`src/rtl/seg7_capture_decoder.sv`:
```
// Recovers BCD digits from a multiplexed active-low 4-digit seven-segment bus.
// Each anode/cathode pattern must stay stable for STABLE_CYCLES samples before capture.
module seg7_capture_decoder #(
   parameter int STABLE_CYCLES = 16
) (
   input  logic        clk,
   input  logic        rst_n,
   input  logic [3:0]  an,
   input  logic [6:0]  seg,
   output logic [15:0] digits,
   output logic [3:0]  valid,
   output logic [3:0]  invalid,
   output logic        digit_upd,
   output logic        frame_done
);

   localparam int CNT_W = $clog2(STABLE_CYCLES + 1);
   localparam logic [CNT_W-1:0] CNT_LAST = CNT_W'(STABLE_CYCLES - 1);
   localparam logic [CNT_W-1:0] CNT_MAX  = {CNT_W{1'b1}};
   localparam logic [CNT_W-1:0] CNT_ONE  = CNT_W'(1);

   typedef enum logic [1:0] {IDLE, SETTLE, HOLD} state_t;

   state_t           state;
   logic [3:0]       an_p0, an_s, ref_an;
   logic [6:0]       seg_p0, seg_s, ref_seg;
   logic [CNT_W-1:0] cnt;
   logic [3:0]       seen;

   logic             sel, match, start, cap;
   logic [1:0]       cap_idx;
   logic [4:0]       cap_dec;
   logic [3:0]       seen_nxt;

   // Returns {decodable, bcd}; undecodable patterns map to 4'hF.
   function automatic logic [4:0] decode(input logic [6:0] s);
      case (s)
         7'b0000001: return 5'b1_0000;
         7'b1001111: return 5'b1_0001;
         7'b0010010: return 5'b1_0010;
         7'b0000110: return 5'b1_0011;
         7'b1001100: return 5'b1_0100;
         7'b0100100: return 5'b1_0101;
         7'b0100000: return 5'b1_0110;
         7'b0001111: return 5'b1_0111;
         7'b0000000: return 5'b1_1000;
         7'b0000100: return 5'b1_1001;
         default:    return 5'b0_1111;
      endcase
   endfunction

   function automatic logic single_sel(input logic [3:0] a);
      logic [3:0] n;
      n = ~a;
      return (n != 4'd0) && ((n & (n - 4'd1)) == 4'd0);
   endfunction

   function automatic logic [1:0] sel_index(input logic [3:0] a);
      case (a)
         4'b1110: return 2'd0;
         4'b1101: return 2'd1;
         4'b1011: return 2'd2;
         default: return 2'd3;
      endcase
   endfunction

   // Stage 0/1: two-flop synchronizers on the asynchronous display bus
   always_ff @(posedge clk or negedge rst_n) begin
      if (!rst_n) begin
         an_p0  <= 4'hF;
         an_s   <= 4'hF;
         seg_p0 <= 7'h7F;
         seg_s  <= 7'h7F;
      end else begin
         an_p0  <= an;
         an_s   <= an_p0;
         seg_p0 <= seg;
         seg_s  <= seg_p0;
      end
   end

   always_comb begin
      sel      = single_sel(an_s);
      match    = ({an_s, seg_s} == {ref_an, ref_seg});
      start    = 1'b0;
      cap      = 1'b0;
      cap_idx  = sel_index(an_s);
      cap_dec  = decode(seg_s);
      seen_nxt = seen | (4'b0001 << cap_idx);
      case (state)
         IDLE: start = sel;
         SETTLE, HOLD: begin
            if (!match) start = sel;
            else if (state == SETTLE && cnt == CNT_LAST) cap = 1'b1;
         end
         default: start = 1'b0;
      endcase
      // A one-cycle window captures on the very first sample of a new pattern.
      if (start && STABLE_CYCLES == 1) cap = 1'b1;
   end

   // Stage 2: settle FSM and capture registers
   always_ff @(posedge clk or negedge rst_n) begin
      if (!rst_n) begin
         state      <= IDLE;
         ref_an     <= 4'hF;
         ref_seg    <= 7'h7F;
         cnt        <= '0;
         seen       <= 4'd0;
         digits     <= 16'hFFFF;
         valid      <= 4'd0;
         invalid    <= 4'd0;
         digit_upd  <= 1'b0;
         frame_done <= 1'b0;
      end else begin
         digit_upd  <= cap;
         frame_done <= 1'b0;

         if (start) begin
            ref_an  <= an_s;
            ref_seg <= seg_s;
            cnt     <= CNT_ONE;
            state   <= cap ? HOLD : SETTLE;
         end else if (state != IDLE && !match) begin
            state <= IDLE;
         end else if (cap) begin
            state <= HOLD;
         end else if (state == SETTLE && cnt != CNT_MAX) begin
            cnt <= cnt + CNT_ONE;
         end

         if (cap) begin
            digits[{cap_idx, 2'b00} +: 4] <= cap_dec[3:0];
            valid[cap_idx]                <= cap_dec[4];
            invalid[cap_idx]              <= ~cap_dec[4];
            if (seen_nxt == 4'hF) begin
               frame_done <= 1'b1;
               seen       <= 4'd0;
            end else begin
               seen <= seen_nxt;
            end
         end
      end
   end

endmodule

```
`config.mk`:
```
export PLATFORM = sky130hd
export DESIGN_NAME = seg7_capture_decoder
export DESIGN_NICKNAME = d
export VERILOG_FILES = /design/src/rtl/seg7_capture_decoder.sv
export SDC_FILE = /design/constraint.sdc
export NUM_CORES = 1
export LEC_CHECK = 0
export CORE_ASPECT_RATIO = 0.7
export CORE_UTILIZATION = 56
export DETAILED_ROUTE_END_ITERATION = 8
export HOLD_SLACK_MARGIN = 0.12
export PLACE_DENSITY = 0.8
export SETUP_SLACK_MARGIN = 0.15
export SYNTH_ARGS = -nofsm -noshare
export SYNTH_HDL_FRONTEND = slang
export SYNTH_SLANG_ARGS = --single-unit
export TNS_END_PERCENT = 30
```
`constraint.sdc`:
```
create_clock -name clk -period 2.65 [get_ports clk]
set_input_delay 0.53 -clock clk [delete_from_list [all_inputs] [get_ports clk]]
set_output_delay 0.53 -clock clk [all_outputs]
set_load 0.05 [all_outputs]
```
After elaboration in Yosys (flattened, before gate mapping)
Index checks and enable logic that the tools add are counted.
{"block": "word_totals", "ff_bits": 70, "word_cells": 84}
{"block": "op_classes", "n_addsub": 3, "order_cmp": 2, "eq_ne": 20, "n_shift": 3, "mux": 23, "bitwise_logic": 4, "n_reduce_logical": 15}
{"op": "one-hot mux 5 bit (10 select lines)", "count": 1}
{"op": "two-way mux 5 bit", "count": 4}
{"op": "bitwise mux 16 bit", "count": 1}
{"op": "== test 4 bit, second input constant", "count": 4}
{"op": "variable shift 4 x 6 -> 16 bit, first input constant", "count": 1}
{"op": "indexed part select 4 x 6 -> 16 bit", "count": 1}
{"op": "== test 7 x 3 -> 1 bit, second input constant", "count": 2}
{"op": "== test 7 x 6 -> 1 bit, second input constant", "count": 2}
{"op": "== test 7 bit, second input constant", "count": 2}
{"op": "== test 11 bit", "count": 1}
{"op": "bitwise mux 4 bit", "count": 2}
{"op": "two-way mux 2 bit", "count": 4}
{"op": "== test 7 x 1 -> 1 bit, second input constant", "count": 1}
{"op": "== test 7 x 4 -> 1 bit, second input constant", "count": 1}
{"op": "== test 7 x 5 -> 1 bit, second input constant", "count": 1}
{"op": "logical NOT 7 bit", "count": 1}
{"op": "two-way mux 1 bit", "count": 7}
{"op": "negation 4 -> 6 bit", "count": 1}
{"op": "one-hot mux 2 bit (3 select lines)", "count": 1}
{"op": "adder 5 x 1 -> 5 bit, second input constant", "count": 1}
{"op": "== test 5 x 4 -> 1 bit, second input constant", "count": 1}
{"op": "logical AND 1 bit", "count": 5}
{"op": "inequality test 5 bit, second input constant", "count": 1}
{"op": "bitwise AND 4 bit", "count": 1}
{"op": "21 further kinds", "count": 23}

Depth between registers and ports, before layout
{"block": "depth", "depth_word": 9, "ltp_mapped": 9, "mapped_depth_nobuf": 9}

Least setup slack after synthesis
Ideal clock, no wire load.
{"block": "synth_timing", "path_kind": "register to register", "startpoint": "register an_s[3]", "endpoint": "register invalid[0]", "arrival_time_ns": 2.271, "required_time_ns": 2.525, "path_slack_ns": 0.253, "path_stages_with_launch": 10, "period_less_slack_ns": 2.397, "path_cell_list": "dfstp_2 nor2b_1 and3_1 clkbuf_1 inv_1 ha_1 a21oi_1 or2_2 and3_1 mux2_4"}
{"block": "synth_via", "elab_chain_len": 7}
{"item": "start, declared", "line": "25", "rtl": "logic [3:0] an_p0, an_s, ref_an;"}
{"item": "start signal, assigned", "line": "76", "rtl": "an_s <= an_p0;"}
{"item": "== test 4 bit", "line": "59", "rtl": "case (a)"}
{"item": "one-hot mux 2 bit (3 select lines)", "line": "59"}
{"item": "< comparator 2 x 3 -> 1 bit (implied by the code) or >= comparator 2 x 1 -> 1 bit (tied branches)", "line": "135", "rtl": "invalid[cap_idx] <= ~cap_dec[4];"}
{"item": "logical AND 1 bit (implied by the code)", "line": "135"}
{"item": "two-way mux 1 bit (implied by the code)", "line": "135"}
{"item": "demux 1 bit (select 2 bit)", "line": "135"}
{"item": "bitwise mux 4 bit", "line": "135"}
{"item": "end signal, assigned by index", "line": "135"}
{"item": "end, declared", "line": "12", "rtl": "output logic [3:0] invalid,"}
Parallel ways exist; a longest one is shown, timed or not.
A chain may end at the register's enable or synchronous reset.

Worst setup path in the final report
{"block": "layout_timing", "startpoint": "register an_s[2]", "endpoint": "register invalid[3]"}
Same word-level chain as after synthesis.

==> flow_summary.ini <==
[synth]
syn_inst = 270
yosysTopAreaCellShare_pct = 38.6
ys_types = 66
yosysTopAreaCell = dfstp_2
yosysWarningCount = 0
synth_area_leaders = dfstp_2 39%, dfrtp_1 16%, ha_1 4.1%
ys_ff_latch = 70
async_flop_share_pct = 100
ys_top_cells_by_count = 49 x dfstp_2, 21 x dfrtp_1, 18 x o21ai_0, 14 x inv_1, 12 x a21oi_1
ys.flop_type = dfstp_2
syn_nets = 294
syn-cell-area_um2 = 3330
avgSynthCellArea_um2 = 12.3
yosysSeqAreaShare_pct = 54.4
synth_most_common_cell = dfstp_2
synth-edff-count = 0

[floorplanning]
coreArea_um2 = 5730
die_w_um = 94.2
ios = 39
initial_core_util_pct = 58.2
chipHeight_um = 66.6
dieArea_um2 = 6270
rows = 23

[global_route]
overflow = 0
antenna_found_initial = 0
grt_pass1_wl_um = 10500
grt_use_total_pct = 23.1
grt_max_degree = 27
grt_pass1_vias = 2157

[flow_run]
cap_violations = 0

[sta]
hold_viol = 0
max-slew-margin-rel_pct = 53.4
finalSetupTns_ns = 0
finalCritPeriodShare_pct = 92.1
worst_slew_pin_slew_ns = 0.695
rsz0062_at_grt = yes
holdWs_ns = 0.152
timing.fmax_mhz = 410
finalSetupViolations = 0
skew_ns = 0.00401
drv_slew = 0
fin_crit_ns = 2.44

[power_and_ir_drop]
p_leak_uw = 0.00163
irDropWorstVdd_v = 0.000537
p_per_area_nw_per_um2 = 725

[worst_setup_path]
worst_path_largest_cell_delay_ns = 0.60
r2r_slack_ns = 0.21
critPathSlowestCell = dfstp_2
critPathCaptureType = flop
crit_fanout = 8
cp-start-kind = flop
path_cells = nor2b_1 -> and3_2 -> inv_1 -> ha_2 -> o21a_1 -> nand4_1 -> mux2_2
arrival_ns = 2.68
critPathKind = reg -> reg
cp.required_ns = 2.89

[layout]
area_growth_pct = 19.9
layout-drive-gt1-share_pct = 32.7
antenna_cells = 0
layout.area.seq_um2 = 1810
fin_nets = 337
multi_input_comb_area_um2 = 1420
n_fill_cell = 424

[clock_tree]
numCtsBuffers = 9
clk_pin_slew_worst_paths_ns = 0.07
htreeDepth = 3
cts.hold.buffers_added = 0
cts-root-buf = clkbuf_8
clock_latency_ns = 0.35
cts_buffer_depth = 2
cts_tree = yes
cts_sinks = 70

[route]
drt_iter0_drc = 164
routed_wirelength_um = 6400
firstDrtPassIters = 4
wire_per_inst_um = 16.3
vias = 2244
viasPerCell = 5.71
antenna_left = 0
drcViolationCount = 0

[outcome]
status = complete, no violations

[worst_hold_path]
hold_path_class = in -> async

[place]
gp_congestion = 0.882
numPortBuffers = 38
place_hpwl_um = 4630
==> where the power goes <==
group	switching, µW	total [µW]	internal (µW)
registers	119	1400	1280
logic	338	611	273
clock network	400	886	485
==> path summary, 6_finish.rpt <==
path | from | endpoint | depth (start not counted)
max | an_s[2]$_DFF_PN1_ | invalid[3]$_DFFE_PN0P_ | 7
max in group asynchronous | rst_n | an_p0[0]$_DFF_PN1_ | 2
min reg2reg | seg_p0[2]$_DFF_PN1_ | seg_s[2]$_DFF_PN1_ | 0
min in group clk | seg_p0[2]$_DFF_PN1_ | seg_s[2]$_DFF_PN1_ | 0
min | rst_n | state[0]$_DFFE_PN0P_ | 1
max reg2reg | an_s[2]$_DFF_PN1_ | invalid[3]$_DFFE_PN0P_ | 7
==> layout by cell type (no fill, tap or decap), types with 3 or more instances in the layout <==
| master | Yosys | layout |
|---|---|---|
| mux2_2 | 6 | 6 |
| clkbuf_8 | 0 | 11 |
| nand3_1 | 8 | 8 |
| and2_1 | 3 | 3 |
| ha_1 | 11 | 10 |
| mux2_4 | 3 | 3 |
| a21oi_1 | 12 | 11 |
| xnor2_2 | 3 | 3 |
| o2bb2ai_1 | 3 | 3 |
| mux2i_1 | 4 | 4 |
| nand2_1 | 11 | 11 |
| o31ai_1 | 3 | 3 |
| nand2b_1 | 3 | 3 |
| mux2_1 | 7 | 7 |
| inv_1 | 14 | 14 |
| o21ai_0 | 18 | 17 |
| o21ai_1 | 3 | 4 |
| dfrtp_1 | 21 | 21 |
| xnor2_1 | 9 | 9 |
| dfstp_2 | 49 | 49 |
| buf_4 | 1 | 5 |
| a211oi_2 | 3 | 3 |
| o21a_1 | 4 | 4 |
| nor3_1 | 5 | 5 |
| nand4_1 | 3 | 3 |
| clkdlybuf4s50_1 | 0 | 37 |
==> layer usage <==
layer	GRT usage, %	up-vias	wire length (µm)	part of all wire, %
met3	7.99	8	347	5.4
li1	-	1067	-	-
met4	8.08	0	71	1.1
met1	30.9	1103	3120	49
met2	35.1	66	2850	45
met5	0	-	0	0
==> flip-flops by register name, summed over array words and instances (netlist names) <==
| signal | count |
|---|---|
| digit_upd | 1 |
| cnt | 5 |
| frame_done | 1 |
| ref_seg | 7 |
| ref_an | 4 |
| an_p0 | 4 |
| valid | 4 |
| an_s | 4 |
| seen | 4 |
| seg_s | 7 |
| seg_p0 | 7 |
| digits | 16 |
| state | 2 |
| invalid | 4 |
==> worst max-delay path, delay by kind of cell, from the launching register on <==
family | cells | cell delay [ns]
adder cells (fa/ha/maj) | 1 | 0.28
AO/OA/AOI/OAI | 1 | 0.19
multiplexers | 1 | 0.41
flip-flops | 1 | 0.60
buffers and inverters | 1 | 0.16
AND/OR/NAND/NOR | 3 | 0.69
==> final cells by class <==
cell class / instances / area share, %
clock buffer: 11 / 3.79
clock inverter: 5 / 1.41
inverter: 14 / 1.31
multi-input combinational: 175 / 35.5
sequential: 70 / 45.4
tap: 75 / 2.35
timing repair buffer: 43 / 10.3
==> stage by stage <==
step                      utilization, %  worst slack [ns]  power (µW)  std cells  cell area, µm²
after CTS                           69.5             0.178        2920        393            3980
after global routing                69.8            0.0954        3040        393            4000
after floorplan                        -             0.253        1860        270            3330
after detailed placement            65.9             0.130        2020        377            3770
after global placement              65.9             0.222        1980        377            3770
final                               69.8             0.211        2900        393            4000
==> timing repair <==
item                                    in CTS  in global routing
setup buffers                                0                  0
resized for setup                            1                  6
endpoints found under the setup margin       2                 10
==> kinds of logic after synthesis <==
logic type	after synthesis	synth area share, %
flops	70	54.4
simple gates	67	14.1
compound gates	64	12.8
buf+inv	25	3.57
mux	20	6.94
xor+xnor	13	4.09
fa+ha+maj	11	4.13
(Power assumes the default switching activity.)
